File: config.mk
export PLATFORM = sky130hd
export DESIGN_NAME = gpio_bank
export DESIGN_NICKNAME = d
export VERILOG_FILES = /design/src/rtl/gpio_pkg.sv /design/src/rtl/gpio_sync.sv /design/src/rtl/gpio_bank.sv
export SDC_FILE = /design/constraint.sdc
export NUM_CORES = 1
export LEC_CHECK = 0
export CAP_MARGIN = 5
export CORE_MARGIN = 3
export CORE_UTILIZATION = 35
export DETAILED_ROUTE_END_ITERATION = 10
export HOLD_SLACK_MARGIN = 0.03
export PLACE_DENSITY = 0.53
export RECOVER_POWER = 100
export SLEW_MARGIN = 20
export SYNTH_ARGS = -nofsm -noshare
export SYNTH_HDL_FRONTEND = slang
export SYNTH_SLANG_ARGS = --single-unit
export TNS_END_PERCENT = 1
File: constraint.sdc
create_clock -name clk -period 3.63 [get_ports clk]
set_clock_uncertainty 0.05 [all_clocks]
set_input_delay 0.726 -clock clk [delete_from_list [all_inputs] [get_ports clk]]
set_output_delay 0.726 -clock clk [all_outputs]
set_load 0.03 [all_outputs]
File: src/rtl/gpio_pkg.sv
// Shared definitions for the GPIO bank: register map and the bus-side data width.
package gpio_pkg;

    localparam int MAX_WIDTH = 16;

    typedef enum logic [2:0] {
        REG_DATA    = 3'd0,
        REG_DIR     = 3'd1,
        REG_SET     = 3'd2,
        REG_CLR     = 3'd3,
        REG_TOG     = 3'd4,
        REG_RISE_EN = 3'd5,
        REG_FALL_EN = 3'd6,
        REG_EVENT   = 3'd7
    } reg_sel_e;

endpackage

File: src/rtl/gpio_sync.sv
// Multi-stage input synchroniser with a one-cycle history register and
// single-cycle rise/fall pulses derived from the synchronised pin state.
module gpio_sync #(
    parameter int WIDTH       = 8,
    parameter int SYNC_STAGES = 2
) (
    input  logic             clk,
    input  logic             reset,
    input  logic [WIDTH-1:0] pin_in,
    output logic [WIDTH-1:0] sync_o,
    output logic [WIDTH-1:0] rise_o,
    output logic [WIDTH-1:0] fall_o
);

    logic [SYNC_STAGES-1:0][WIDTH-1:0] stg_q;
    logic [WIDTH-1:0]                  prev_q;

    // Shift the raw pads through the synchroniser chain and remember last cycle's state.
    always_ff @(posedge clk or posedge reset) begin
        if (reset) begin
            stg_q  <= '0;
            prev_q <= '0;
        end else begin
            stg_q[0] <= pin_in;
            for (int i = 1; i < SYNC_STAGES; i++) begin
                stg_q[i] <= stg_q[i-1];
            end
            prev_q <= stg_q[SYNC_STAGES-1];
        end
    end

    assign sync_o = stg_q[SYNC_STAGES-1];
    assign rise_o = sync_o & ~prev_q;
    assign fall_o = ~sync_o & prev_q;

endmodule

File: src/rtl/gpio_bank.sv
// Memory-mapped GPIO bank: output latch with atomic set/clear/toggle, direction
// register, synchronised inputs, sticky per-pin edge events and an irq line.
module gpio_bank
    import gpio_pkg::*;
#(
    parameter int             WIDTH       = 8,
    parameter int             SYNC_STAGES = 2,
    parameter logic [WIDTH-1:0] RESET_OUT = '0
) (
    input  logic                 clk,
    input  logic                 reset,
    input  logic                 io_wr,
    input  logic                 io_rd,
    input  logic [2:0]           reg_sel,
    input  logic [MAX_WIDTH-1:0] wd,
    output logic [MAX_WIDTH-1:0] rd,
    input  logic [WIDTH-1:0]     pin_in,
    output logic [WIDTH-1:0]     pin_out,
    output logic                 pin_oe_unused_guard,
    output logic [WIDTH-1:0]     pin_oe,
    output logic                 irq
);

    logic [WIDTH-1:0]     out_q, out_d;
    logic [WIDTH-1:0]     dir_q, dir_d;
    logic [WIDTH-1:0]     rise_en_q, rise_en_d;
    logic [WIDTH-1:0]     fall_en_q, fall_en_d;
    logic [WIDTH-1:0]     event_q, event_d;
    logic [MAX_WIDTH-1:0] rd_q, rd_d;
    logic                 irq_q, irq_d;

    logic [WIDTH-1:0]     wd_w;
    logic [WIDTH-1:0]     clr_mask;
    logic [WIDTH-1:0]     rd_val;
    logic [WIDTH-1:0]     pin_s, pin_rise, pin_fall;
    logic                 unused_wd_hi;

    // Upper write-data bits beyond the bank width carry no meaning.
    assign wd_w         = wd[WIDTH-1:0];
    assign unused_wd_hi = ^(wd >> WIDTH);

    gpio_sync #(
        .WIDTH       (WIDTH),
        .SYNC_STAGES (SYNC_STAGES)
    ) u_sync (
        .clk    (clk),
        .reset  (reset),
        .pin_in (pin_in),
        .sync_o (pin_s),
        .rise_o (pin_rise),
        .fall_o (pin_fall)
    );

    // Decode writes into next-state values; hardware event sets take priority over clears.
    always_comb begin
        out_d     = out_q;
        dir_d     = dir_q;
        rise_en_d = rise_en_q;
        fall_en_d = fall_en_q;
        clr_mask  = '0;
        if (io_wr) begin
            case (reg_sel)
                REG_DATA:    out_d     = wd_w;
                REG_DIR:     dir_d     = wd_w;
                REG_SET:     out_d     = out_q | wd_w;
                REG_CLR:     out_d     = out_q & ~wd_w;
                REG_TOG:     out_d     = out_q ^ wd_w;
                REG_RISE_EN: rise_en_d = wd_w;
                REG_FALL_EN: fall_en_d = wd_w;
                REG_EVENT:   clr_mask  = wd_w;
                default:     ;
            endcase
        end
        event_d = (event_q & ~clr_mask) | (pin_rise & rise_en_q) | (pin_fall & fall_en_q);
        irq_d   = |event_d;
    end

    // Read mux samples current (pre-write) register state; rd holds until the next read.
    always_comb begin
        rd_val = '0;
        case (reg_sel)
            REG_DATA:    rd_val = pin_s;
            REG_DIR:     rd_val = dir_q;
            REG_SET:     rd_val = out_q;
            REG_CLR:     rd_val = out_q;
            REG_TOG:     rd_val = out_q;
            REG_RISE_EN: rd_val = rise_en_q;
            REG_FALL_EN: rd_val = fall_en_q;
            REG_EVENT:   rd_val = event_q;
            default:     rd_val = '0;
        endcase
        rd_d = io_rd ? MAX_WIDTH'(rd_val) : rd_q;
    end

    // All architectural state, cleared asynchronously.
    always_ff @(posedge clk or posedge reset) begin
        if (reset) begin
            out_q     <= RESET_OUT;
            dir_q     <= '0;
            rise_en_q <= '0;
            fall_en_q <= '0;
            event_q   <= '0;
            rd_q      <= '0;
            irq_q     <= 1'b0;
        end else begin
            out_q     <= out_d;
            dir_q     <= dir_d;
            rise_en_q <= rise_en_d;
            fall_en_q <= fall_en_d;
            event_q   <= event_d;
            rd_q      <= rd_d;
            irq_q     <= irq_d;
        end
    end

    assign pin_out             = out_q;
    assign pin_oe              = dir_q;
    assign rd                  = rd_q;
    assign irq                 = irq_q;
    assign pin_oe_unused_guard = 1'b0;

endmodule

## Yosys cells after proc, flatten, opt, wreduce, memory -nomap -nowiden

Cells that the tools add are included.

| word-level totals | value |
|---|---|
| register bits | 73 |
| bits in latches | 0 |
| RAM bits | 0 |
| ROM bits | 0 |
| input port bits | 31 |
| output and inout port bits | 34 |
| word-level logic and storage cells | 43 |
| memories kept | 0 |

| operators by class | value |
|---|---|
| add/sub/neg operators | 0 |
| multipliers | 0 |
| divide/modulo/power cells | 0 |
| $lt $le $gt $ge | 0 |
| equality and inequality tests | 7 |
| shift operators | 0 |
| multiplexer cells | 4 |
| bitwise gates (word level) | 14 |
| reduce and logical (&&, ||, !) cells | 8 |

Operators by type and width:

| cell | count |
|---|---|
| 8-bit bitwise AND | 6 |
| 8-bit one-hot mux with 6 select lines | 1 |
| 8-bit inverter | 4 |
| 8-bit one-hot mux with 4 select lines | 1 |
| 8-bit bitwise OR | 3 |
| 8-bit 2-to-1 mux | 2 |
| 3-bit == test, second input constant | 4 |
| 2-bit AND reduction | 4 |
| 8-bit OR reduction | 1 |
| 8-bit bitwise XOR | 1 |
| 3-bit by 2-bit == test with 1-bit output, second input constant | 2 |
| 4-bit nonzero test | 1 |
| 3-bit by 1-bit == test with 1-bit output, second input constant | 1 |
| 3-bit zero test | 1 |
| 3-bit OR reduction | 1 |

## Logic depth before layout (Yosys ltp)

Gate-level depths: netlist of the first run.

| depth | value |
|---|---|
| word-level depth | 8 |
| depth in mapped cells | 7 |
| mapped depth without buffers | 6 |

## Modules after synthesis

A second synthesis of the first run with hierarchy kept.

| unflattened totals | value |
|---|---|
| cell total of the unflattened synthesis | 364 |
| area total of the unflattened synthesis | 3763.6 µm² |

By module, submodules not included:

| module | times used | cells an instance | area each (µm²) | seq. area each (µm²) |
|---|---|---|---|---|
| gpio_bank | 1 | 315 | 2959.1 | 1226.2 |
| gpio_sync | 1 | 49 | 804.5 | 600.6 |

## Worst setup path after synthesis of the first run

Ideal clock, no wire load.

| timing path | value |
|---|---|
| kind | in2reg |
| start point | in reg_sel[0] |
| end point | reg irq_q (netlist: irq) |
| setup time | 0.139 ns |
| arrival time | 2.341 ns |
| required time | 3.441 ns |
| slack | 1.100 ns |
| stages | 7 |
| buffers on the path | 2 |
| cells stage by stage | buf_4 > and4_1 > buf_4 > nand2_1 > a21o_1 > or4b_1 > or4_1 |

| on the way | value |
|---|---|
| cells in the longest elaborated chain, start to end | 8 |

RTL lines:

| element | RTL line | RTL |
|---|---|---|
| from (decl) | gpio_bank.sv:14 | `input logic [2:0] reg_sel,` |
| 3-bit == test | gpio_bank.sv:62 | `case (reg_sel)` |
| 8-bit 2-to-1 mux | gpio_bank.sv:62 |  |
| 8-bit 2-to-1 mux | gpio_bank.sv:61 | `if (io_wr) begin` |
| 8-bit inverter | gpio_bank.sv:74 | `event_d = (event_q & ~clr_mask) \| (pin_rise & rise_en_q) \| (pin_fall & fall_en_q);` |
| 8-bit bitwise AND | gpio_bank.sv:74 |  |
| 8-bit bitwise OR (2 in series) | gpio_bank.sv:74 |  |
| net event_d[0] | gpio_bank.sv:28 | `logic [WIDTH-1:0] event_q, event_d;` |
| 8-bit OR reduction | gpio_bank.sv:75 | `irq_d = \|event_d;` |
| net irq_d | gpio_bank.sv:30 | `logic irq_q, irq_d;` |
| to (signal assigned) | gpio_bank.sv:112 | `irq_q <= irq_d;` |
| to (decl) | gpio_bank.sv:30 |  |

The timed path passes the listed nets, and every way through them passes these cells.
A chain may end at the register's enable or synchronous reset.

## Worst setup path in the final report of the first run

| timing path | value |
|---|---|
| start point | in reg_sel[1] |
| end point | reg out_q[1] (netlist: pin_out[1]) |

| on the way | value |
|---|---|
| cells in the longest elaborated chain, start to end | 3 |
| elaborated cells on any way between the ends | 7 |
| those cells by class | eq/ne: 3; mux: 1; reduce/logical: 3 |

RTL lines:

| element | RTL line | RTL |
|---|---|---|
| 3-bit == test (tied with other cells) | gpio_bank.sv:62 |  |
| 4-bit nonzero test (no source line) | -- |  |
| 2-bit AND reduction (no source line) | -- |  |
| to (signal assigned) | gpio_bank.sv:106 | `out_q <= out_d;` |
| to (decl) | gpio_bank.sv:24 | `logic [WIDTH-1:0] out_q, out_d;` |

Several ways; a longest one is shown, not always the timed one.

==> key figures, run 1 <==
Outcome
  • Run status: finished clean

Final layout
  • Design Area, Final: 0.00430 mm²
  • Layout area overhead: 24.0%
  • Nets: 452
  • Commonest cells after routing, fill and taps aside: dfrtp_1, nand2_1, dlygate4sd3_1
  • ANT cells: 0
  • Ratio of cells with drive above 1 in the final layout: between 8 and 9%
  • Most common cell after layout, fill and taps aside: dfrtp_1

Worst setup path
  • WP buf/inv: 3
  • Critical-path cell list: dlygate4sd3_1 > clkbuf_1 > nor2b_1 > nor2_1 > nand2_1 > buf_4 > o31ai_1
  • WP data required: 3.83 ns
  • Worst-path fanout max: 12
  • Crit path DAT: 3.27 ns
  • Worst Setup Path Type: in2reg
  • CP endpoint kind: register
  • Worst path top cell family by delay: buffers and inverters
  • Slowest CP cell: dlygate4sd3_1
  • Crit-path max cell delay: 0.57 ns
  • Setup crit start kind: input port

Timing
  • Ratio of final minimum period to clock period: between 80 and 90%
  • TNS Setup: 0 ns
  • Slew Limit Fails: 0
  • Fmax: 326 MHz
  • # setup viols final: 0
  • Least-Margin Pin Slew: between 1 and 1.5 ns
  • Post-route minimum period: 3.07 ns
  • RSZ-0062 raised after global routing: no
  • Slew Limit Headroom: 16.5%
  • Final hold violations: 0

Synthesis
  • Sequential area share after synthesis: 52.7%
  • Synth Area in Adders: 5.77%
  • Cell Area, Synth: 0.00347 mm²
  • Top cell type by total area after synthesis: dfrtp_1
  • Synthesized instance count: 352
  • Seq cells post-synth: 73
  • Post-synth EDFFs: 0
  • Ys async rst share: 100%
  • Synth unique cells: 35
  • Post-synth top area share: 52.7%
  • Compound-Gate Fraction of Synth Area: 17.2%
  • Post-synthesis mux area share: 3.82%
  • Syn avg cell area: 9.85 µm²
  • Ranking of synthesized cells by area: dfrtp_1, ha_1, nand2_1
  • Primary FF master, synth: dfrtp_1
  • Synth Area in XOR/XNOR: 0%
  • Simple-gate share of the synthesized area: 13.7%
  • Largest family of logic cells by synthesized area: compound AO/OA/AOI/OAI gates
  • Yosys warning count: 0

GRT
  • Gr ovfl total: 0
  • Largest net degree at the start of global routing: 39
  • Number of global-route vias before repair: roughly 2600
  • Initial antenna violation count: 0
  • GRT Overall Usage: 16.5%
  • First-pass GRT wire length: roughly 14 mm

CTS
  • TritonCTS Buffers: 9
  • Cells resized by post-CTS repair: 0
  • Hold-fix buffer count after cts: 0
  • Clk pin slew, worst setup/hold paths: 0.08 ns
  • CTS tree: built
  • H-tree levels: 3
  • Sink Count: 73
  • Root Buffer: clkbuf_8
  • Longest Clk Path Bufs: 2
  • Worst skew pair latency: 0.35 ns
  • Post-CTS Setup Bufs: 0

Routing
  • Post-route DRC violation count: 0
  • Via Count: 2728
  • DR vias/cell: 5.07
  • Pre-antenna DRT Iters: 4
  • Drt initial violations: 104
  • Routed Antenna Nets: 0
  • Final WL: a little under 9 mm
  • DR WL/cell: between 15 and 20 µm

Floorplanning
  • Starting Density: 36.8%
  • Cell Rows: 35
  • Core Box Area: 0.00942 mm²
  • I/O Pins: 65
  • Area of the die: 0.0111 mm²
  • Die height: around 110 µm
  • Die span in x: 106 µm

Placement
  • IO buf count: 47
  • Final HPWL DP: 6.10 mm
  • Placer's final routability congestion estimate: 0.754
  • Placed Area: 0.00409 mm²

Run
  • Max-cap violations: 0

Power
  • PwrDens: 526 mW/mm²
  • Max VDD drop: around 210 µV
  • Leakage power: 1.92 nW

Worst hold path
  • Hold Path Class: reg2reg
==> sequential cells by signal (all words and copies together) (netlist names) <==
signal and count:
event_q 8, fall_en_q 8, irq 1, pin_oe 8
pin_out 8, rd 8, rise_en_q 8, u_sync.prev_q 8
u_sync.stg_q 8, u_sync.sync_o 8
==> final timing paths <==
kind / start / endpoint / slack [ns] / depth (start not counted)
setup / recovery: reg_sel[1] / pin_out[1]$_DFFE_PP0P_ / 0.56 / 7
hold / removal: u_sync.stg_q[7]$_DFF_PP0_ / u_sync.sync_o[7]$_DFF_PP0_ / 0.30 / 0
setup reg to reg: u_sync.sync_o[0]$_DFF_PP0_ / irq$_DFF_PP0_ / 1.64 / 5
hold reg to reg: u_sync.stg_q[7]$_DFF_PP0_ / u_sync.sync_o[7]$_DFF_PP0_ / 0.30 / 0
max in group asynchronous: reset / rd[1]$_DFFE_PP0P_ / 1.15 / 3
min in group asynchronous: reset / u_sync.prev_q[5]$_DFF_PP0_ / 0.82 / 2
==> cell families after synthesis <==
family,Yosys count
adder cells (fa/ha/maj),16
other,1
multiplexers,12
AO/OA/AOI/OAI,96
AND/OR/NAND/NOR,103
buffers and inverters,51
flip-flops,73
==> routing by layer <==
layer / up-vias / wire, µm / GRT usage (%)
met5: - / 0 / 0
met1: 1355 / 4330 / 24.3
met3: 9 / 395 / 4.04
met4: 0 / 104 / 4.81
met2: 57 / 4000 / 24.0
li1: 1307 / - / -
==> power breakdown <==
part | switching [mW] | leakage [nW] | internal, mW
logic | 0.312 | 0.951 | 0.213
registers | 0.0913 | 0.861 | 0.929
clock network | 0.314 | 0.104 | 0.401
total | 0.717 | 1.92 | 1.54
==> cell usage after synthesis, drive strengths merged (2+ instances only) <==
cell type and n:
o2bb2ai 2, o21ai 33, a221oi 7, o31ai 8, nand3b 8, inv 26
or3b 2, nand2 51, o221ai 2, o22ai 16, mux2 10, a21o 4
buf 12, ha 16, a21oi 16, clkbuf 12, nand3 7, nand2b 6
mux2i 2, o21bai 2, a22o 4, o211ai 2, nor2 22, dfrtp 73
==> worst reg2reg max path, delay by kind of cell, from the launching register on <==
kind | cells | cell delay (ns)
flip-flops | 1 | 0.38
AO/OA/AOI/OAI | 2 | 0.28
AND/OR/NAND/NOR | 3 | 1.15
==> layout make-up <==
cell class                      count  area (µm²)
Clock inverter                      5        80.1
Inverter                           27         101
Tap cell                          129         161
Fill cell                         917        5110
Multi-Input combinational cell    236        1440
Sequential cell                    73        1830
Timing Repair Buffer               58         554
Clock buffer                       10         138
==> per-stage QoR <==
| step | power (mW) | utilization, % | hold WS [ns] | std cells | setup slack, ns |
|---|---|---|---|---|---|
| 3_3_place_gp | 1.58 | 43.5 | 0.283 | 523 | 0.346 |
| 2_1_floorplan | 1.37 | - | 0.281 | 360 | 1.00 |
| 5_1_grt | 2.39 | 45.7 | 0.306 | 538 | 0.337 |
| 3_5_place_dp | 1.59 | 43.5 | 0.286 | 523 | 0.316 |
| 4_1_cts | 2.31 | 45.8 | 0.302 | 538 | 0.696 |
| 6_report | 2.26 | 45.7 | 0.299 | 538 | 0.559 |
Power figures use the tool's default switching activity.
==> run 2, diff against run 1 <==
--- a/config.mk
+++ b/config.mk
@@ -10,7 +10,7 @@
 export CORE_UTILIZATION = 35
 export DETAILED_ROUTE_END_ITERATION = 10
 export HOLD_SLACK_MARGIN = 0.03
-export PLACE_DENSITY = 0.53
+export PLACE_DENSITY = 0.56
 export RECOVER_POWER = 100
 export SLEW_MARGIN = 20
 export SYNTH_ARGS = -nofsm -noshare
==> constraint.sdc (replaced) <==
create_clock -name clk -period 2.7 [get_ports clk]
set_clock_uncertainty 0.05 [all_clocks]
set_input_delay 0.54 -clock clk [delete_from_list [all_inputs] [get_ports clk]]
set_output_delay 0.54 -clock clk [all_outputs]
set_load 0.03 [all_outputs]
==> run 2 against run 1 <==
The run now ends with max-capacitance violations, max-slew violations left. Sequential power rose by 34%. Largest power group unchanged. Clock power grew 28%. Non-clock buffer count grew 17. Cell area is 1.9% higher. Critical endpoint is now irq$_DFF_PP0_.
==> key figures, run 2 (synthesis results as in run 1) <==
Timing
  • Final hold violations: 0 (unchanged)
  • Slew Limit Headroom: -18.4% (-35 points)
  • Fmax: 390 MHz
  • Post-route minimum period: 2.56 ns
  • Hold Slack: 0.301 ns (+0.00181 ns)
  • TNS Setup: 0 ns (unchanged)
  • Ratio of final minimum period to clock period: 95.0%
  • Least-Margin Pin Slew: 1.78 ns (+0.523 ns)
  • Slew Limit Fails: 74 (+74)
  • RSZ-0062 raised after global routing: no
  • # setup viols final: 0 (unchanged)
  • Worst setup margin: 0.136 ns (-0.423 ns)

Worst setup path
  • Worst-path fanout max: 5 (-7)
  • Setup crit start kind: input port
  • Worst Setup Path Type: in2reg
  • WP buf/inv: 2 (-1)
  • CP endpoint kind: register
  • Critical-path cell list: clkdlybuf4s50_1 > and4_1 > clkbuf_1 > nand2_1 > a21o_1 > or3b_2 > or4_1
  • Slowest CP cell: clkdlybuf4s50_1
  • WP data required: 2.87 ns (-0.96 ns)
  • Crit path DAT: 2.73 ns (-0.54 ns)
  • Crit-path max cell delay: 0.56 ns (about the same)
  • Worst path top cell family by delay: simple AND/OR/NAND/NOR gates

Placement
  • IO buf count: 47 (unchanged)
  • Placed instance count: 540 (+3.3%)
  • Final HPWL DP: 6.41 mm (+5.1%)
  • Pre-CTS setup slack: -0.238 ns (-0.555 ns)
  • Placer's final routability congestion estimate: 0.823 (+9.3%)

GRT
  • Initial antenna violation count: 0 (unchanged)
  • Number of global-route vias before repair: 2778 (+5.1%)
  • Largest net degree at the start of global routing: 74 (+90%)
  • GRT Overall Usage: 16.9% (+0.36 points)
  • Gr ovfl total: 0 (unchanged)
  • First-pass GRT wire length: 14.5 mm (+0.91%)

Floorplanning
  • Area of the die: 0.0111 mm² (unchanged)
  • I/O Pins: 65 (unchanged)
  • Starting Density: 36.8% (unchanged)
  • Cell Rows: 35 (unchanged)
  • Core Box Area: 0.00942 mm² (unchanged)
  • Die height: 106 µm (unchanged)
  • Die span in x: 106 µm (unchanged)

Routing
  • DR vias/cell: 4.99 (-1.6%)
  • Routed Antenna Nets: 0 (unchanged)
  • Met3 routed WL: 507 µm (+28%)
  • Max Used Layer: met4
  • DR WL/cell: 16.0 µm (-2.3%)
  • Drt initial violations: 131 (+26%)
  • Met1 WL: 4.03 mm (-6.8%)
  • Via Count: 2773 (+1.6%)
  • Metal2 WL: 4.25 mm (+6.3%)
  • Post-route DRC violation count: 0 (unchanged)
  • Final WL: 8.91 mm (+1.0%)
  • Pre-antenna DRT Iters: 4 (unchanged)

CTS
  • H-tree levels: 3 (unchanged)
  • Clk pin slew, worst setup/hold paths: 0.08 ns (about the same)
  • Sink Count: 73 (unchanged)
  • CTS tree: built
  • Cells resized by post-CTS repair: 0 (unchanged)
  • Root Buffer: clkbuf_8
  • Worst skew pair latency: 0.35 ns (about the same)
  • Post-CTS Setup Bufs: 0 (unchanged)
  • Longest Clk Path Bufs: 2 (unchanged)
  • Hold-fix buffer count after cts: 0 (unchanged)
  • TritonCTS Buffers: 9 (unchanged)

Power
  • Max VDD drop: 262 µV (+23%)
  • Leakage power: 1.97 nW (+2.7%)
  • Power, Total: 3.01 mW (+33%)
  • PwrDens: 688 mW/mm² (+31%)

Final layout
  • Ratio of cells with drive above 1 in the final layout: 10.5% (+2.0 points)
  • Commonest cells after routing, fill and taps aside: dfrtp_1, nand2_1, dlygate4sd3_1
  • Nets: 469 (+3.8%)
  • Most common cell after layout, fill and taps aside: dfrtp_1
  • Fin cells: 556 (+3.3%)
  • Layout area overhead: 26.4%
  • ANT cells: 0 (unchanged)

Outcome
  • Failing checks: max-capacitance violations, max-slew violations
  • Run status: finished, violations left

Worst hold path
  • Hold Path Class: reg2reg

Run
  • Max-cap violations: 1 (+1)
-- run 2: cell count changes in the layout (fill, tap and decap cells not counted), sizes merged --
cell / delta
buf: +3
dlygate4sd3: -2
clkinv: +3
inv: -1
clkbuf: +14
clkinvlp: -1
clkdlybuf4s50: +2
-- run 2: worst reg2reg max path, cell delays in order, from the launching register on --
cell      delay [ns]
dfrtp_1         0.38
nand3b_1        0.11
o21ai_0         0.11
a21o_1          0.18
or4b_1          0.50
or4_1           0.52
-- run 2: per-stage QoR --
stage | instance area (µm²) | util [%]
after floorplan | 3500 | -
after global placement | 4230 | 45.0
after detailed placement | 4230 | 45.0
after CTS | 4440 | 47.2
after global routing | 4380 | 46.6
final | 4380 | 46.6
-- run 2: path summary, 6_finish.rpt --
path / start / endpoint / slack, ns / cells past startpoint
setup / recovery: reg_sel[0] / irq$_DFF_PP0_ / 0.14 / 7
hold / removal: u_sync.stg_q[1]$_DFF_PP0_ / u_sync.sync_o[1]$_DFF_PP0_ / 0.30 / 0
setup reg to reg: u_sync.sync_o[0]$_DFF_PP0_ / irq$_DFF_PP0_ / 0.73 / 5
hold reg to reg: u_sync.stg_q[1]$_DFF_PP0_ / u_sync.sync_o[1]$_DFF_PP0_ / 0.30 / 0
max in group asynchronous: reset / u_sync.sync_o[2]$_DFF_PP0_ / 0.47 / 3
min in group asynchronous: reset / rd[5]$_DFFE_PP0P_ / 1.08 / 3
-- run 2: cell type report --
cell class,count,area [µm²]
multi-input cells,236,1440
inverters,27,101
fillers,923,5030
clock inverters,6,82.6
flip-flops and latches,73,1830
repair buffers,75,646
well taps,129,161
clock buffers,10,128
-- run 2: where the power goes --
part / internal, mW / switching [mW] / leakage (nW)
Combinational: 0.299 / 0.426 / 1.00
Sequential: 1.25 / 0.123 / 0.861
Clock: 0.516 / 0.402 / 0.106
Total: 2.06 / 0.951 / 1.97
-- run 2: layer usage --
layer	vias up	global-route usage, %
li1	1350	-
met1	1341	21.8
met2	74	27.8
met3	8	4.59
met4	0	4.90
met5	-	0
==> run 3, diff against run 2 <==
--- a/config.mk
+++ b/config.mk
@@ -5,12 +5,14 @@
 export SDC_FILE = /design/constraint.sdc
 export NUM_CORES = 1
 export LEC_CHECK = 0
+export ABC_AREA = 1
 export CAP_MARGIN = 5
 export CORE_MARGIN = 3
 export CORE_UTILIZATION = 35
+export CTS_CLUSTER_DIAMETER = 80
 export DETAILED_ROUTE_END_ITERATION = 10
 export HOLD_SLACK_MARGIN = 0.03
-export PLACE_DENSITY = 0.56
+export PLACE_DENSITY = 0.55
 export RECOVER_POWER = 100
 export SLEW_MARGIN = 20
 export SYNTH_ARGS = -nofsm -noshare
==> run 3 against run 2 <==
Critical endpoint is now pin_oe[6]$_DFFE_PP0P_. Largest power group unchanged. Routed wire length shrank 1.6%. Utilization down 1.4 points. Global-route usage fell by 0.18 points. Synthesized cell count grew 30%. The flow now finishes without violations. Clock-buffer cell count is the same. Worst hold slack hardly changed. Die area is 3.4% higher.
==> key figures, run 3 <==
Outcome
  • Run status: finished clean

Timing
  • Slew Limit Fails: 0 (-100%)
  • Final hold violations: 0 (unchanged)
  • RSZ-0062 raised after global routing: no
  • Fmax: 453 MHz (+16%)
  • Least-Margin Pin Slew: 1.04 ns (-0.737 ns)
  • TNS Setup: 0 ns (unchanged)
  • Slew Limit Headroom: 30.7% (+49 points)
  • Ratio of final minimum period to clock period: 81.8% (-13 points)
  • # setup viols final: 0 (unchanged)
  • Post-route minimum period: 2.21 ns (-0.356 ns)

Routing
  • Drt initial violations: 88 (-33%)
  • Final WL: 8.77 mm (-1.6%)
  • Via Count: 3006 (+8.4%)
  • Routed Antenna Nets: 0 (unchanged)
  • DR WL/cell: 13.3 µm (-17%)
  • Post-route DRC violation count: 0 (unchanged)
  • DR vias/cell: 4.56 (-8.5%)
  • Pre-antenna DRT Iters: 5 (+1)

Placement
  • IO buf count: 47 (unchanged)
  • Final HPWL DP: 6.52 mm (+1.7%)
  • Placed instance count: 643 (+19%)
  • Placer's final routability congestion estimate: 0.838 (+1.8%)

Worst setup path
  • Worst Setup Path Type: in2reg
  • WP data required: 2.88 ns (about the same)
  • CP endpoint kind: register
  • Crit path DAT: 2.39 ns (-0.34 ns)
  • Setup crit start kind: input port
  • Worst-path fanout max: 16 (+11)
  • R2R depth: 6 (+1)

GRT
  • Number of global-route vias before repair: 3064 (+10%)
  • Gr ovfl total: 0 (unchanged)
  • GRT Overall Usage: 16.7% (-0.18 points)
  • First-pass GRT wire length: 14.8 mm (+2.3%)
  • Largest net degree at the start of global routing: 28 (-62%)
  • Initial antenna violation count: 0 (unchanged)

Final layout
  • Commonest cells after routing, fill and taps aside: nand2_1, dfrtp_1, inv_1
  • Filler Cells Inserted: 989 (+7.2%)
  • Most common cell after layout, fill and taps aside: nand2_1
  • Ratio of cells with drive above 1 in the final layout: 4.75% (-5.8 points)
  • Fin cells: 659 (+19%)
  • ANT cells: 0 (unchanged)
  • Layout area overhead: 23.8%
  • Nets: 568 (+21%)

Synthesis
  • Seq cells post-synth: 73 (unchanged)
  • Most numerous cell in the Yosys netlist: nand2_1
  • Post-synth top area share: 50.8% (-1.9 points)
  • Ys async rst share: 100% (unchanged)
  • Synth cell count leaders: nand2_1, dfrtp_1, inv_1
  • Synth unique cells: 17 (-51%)
  • Post-synth EDFFs: 0 (unchanged)
  • Primary FF master, synth: dfrtp_1
  • Synthesized instance count: 459 (+30%)
  • Yosys warning count: 0 (unchanged)
  • Top cell type by total area after synthesis: dfrtp_1
  • Sequential area share after synthesis: 50.8% (-1.9 points)
  • Syn avg cell area: 7.83 µm² (-21%)
  • Cell Area, Synth: 0.00359 mm² (+3.6%)
  • Ranking of synthesized cells by area: dfrtp_1, nand2_1, o21ai_0

Power
  • Leakage power: 2.32 nW (+18%)
  • Seq pwr share: 44.6% (-0.9 points)
  • Comb pwr share: 21.4% (-2.6 points)
  • Net Sw Power: 938 µW (-1.4%)
  • PwrDens: 686 mW/mm² (-0.27%)
  • Switching portion of total power: 30.7% (-0.83 points)
  • Max VDD drop: 380 µV (+45%)
  • Pint: 2.12 mW (+2.5%)
  • Clock power frac: 34.0% (+3.6 points)

Floorplanning
  • Die span in x: 107 µm (+1.7%)
  • Starting Density: 36.4% (-0.40 points)
  • Area of the die: 0.0115 mm² (+3.4%)
  • Cell Rows: 36 (+2.9%)
  • Die height: 107 µm (+1.7%)
  • Core Box Area: 0.00986 mm² (+4.8%)
  • I/O Pins: 65 (unchanged)

CTS
  • Root Buffer: clkbuf_8
  • Sink Count: 73 (unchanged)
  • Hold-fix buffer count after cts: 0 (unchanged)
  • Worst skew pair latency: 0.36 ns (about the same)
  • TritonCTS Buffers: 9 (unchanged)
  • CTS tree: built
  • Clk pin slew, worst setup/hold paths: 0.08 ns (about the same)
  • Longest Clk Path Bufs: 2 (unchanged)
  • Cells resized by post-CTS repair: 0 (unchanged)
  • Post-CTS Setup Bufs: 0 (unchanged)
  • H-tree levels: 3 (unchanged)

Worst hold path
  • Hold Path Class: reg2reg
  • Worst hold path cell count: 0 (unchanged)

Run
  • Max-cap violations: 0 (-1)
## run 3: changes by cell type after synthesis, sizes merged, moves of 10 or more
cell / before / now
nand2: 51 / 159
inv: 26 / 65
nor2: 22 / 47
o21ai: 33 / 56
o22ai: 16 / 0
clkbuf: 12 / 1
mux2: 10 / 0
nand3: 7 / 17
## run 3: logic make-up (layout without fill, tap and decap cells)
| kind of cell | count (synthesis) | in the layout | share of synthesized area (%) |
|---|---|---|---|
| compound gates | 65 | 65 | 9.12 |
| other cells | 1 | 9 | 0.104 |
| fa+ha+maj | 16 | 16 | 5.57 |
| buf+inv | 80 | 139 | 9.82 |
| flops | 73 | 73 | 50.8 |
| simple gates | 224 | 224 | 24.6 |
## run 3: area by class of cell
class / instances / area (µm²) / area share [%]
Tap cell: 133 / 166 / 3.74
Timing Repair Buffer: 58 / 534 / 12.0
Multi-Input combinational cell: 314 / 1440 / 32.3
Sequential cell: 73 / 1830 / 41.0
Clock inverter: 6 / 105 / 2.36
Inverter: 65 / 244 / 5.48
Clock buffer: 10 / 138 / 3.09
## run 3: path summary, 6_finish.rpt
kind / from / end / slack (ns)
max in group asynchronous: reset / u_sync.stg_q[6]$_DFF_PP0_ / 0.69
min reg2reg: u_sync.stg_q[3]$_DFF_PP0_ / u_sync.sync_o[3]$_DFF_PP0_ / 0.30
max: reg_sel[0] / pin_oe[6]$_DFFE_PP0P_ / 0.49
min: u_sync.stg_q[3]$_DFF_PP0_ / u_sync.sync_o[3]$_DFF_PP0_ / 0.30
min in group asynchronous: reset / rise_en_q[0]$_DFFE_PP0P_ / 0.82
max reg2reg: pin_out[2]$_DFFE_PP0P_ / pin_out[2]$_DFFE_PP0P_ / 1.42
## run 3: power groups by stage
stage	Sequential, mW	Clock [mW]	Combinational [mW]
floorplan	1.48	0	0.310
global placement	1.38	0	0.679
detailed placement	1.39	0	0.694
CTS	1.37	1.06	0.696
global route	1.39	1.11	0.738
finish	1.36	1.04	0.654
## run 3: stage by stage
step	total power [mW]	utilization (%)	hold WS, ns	setup WS, ns	cell area [µm²]
after global placement	2.06	42.9	0.285	0.317	4240
after floorplan	1.79	-	0.281	0.257	3620
after detailed placement	2.08	42.9	0.286	0.269	4240
after global routing	3.23	45.1	0.307	0.277	4450
final	3.05	45.1	0.301	0.492	4450
after CTS	3.12	45.4	0.304	0.575	4480
## run 3: per-layer routing
layer	wire length (µm)	part of all wire [%]	global-route usage (%)
met1	3970	45	20.6
met2	4200	48	27.5
met3	404	4.6	4.74
met5	0	0	0
met4	198	2.3	6.85
## run 3: critical path, cell delays in order
cell	delay, ns
dlygate4sd3_1	0.67
nand2_1	0.16
nor2_2	0.10
clkbuf_1	0.47
nand2_4	0.25
nand2_1	0.11
o21ai_0	0.08
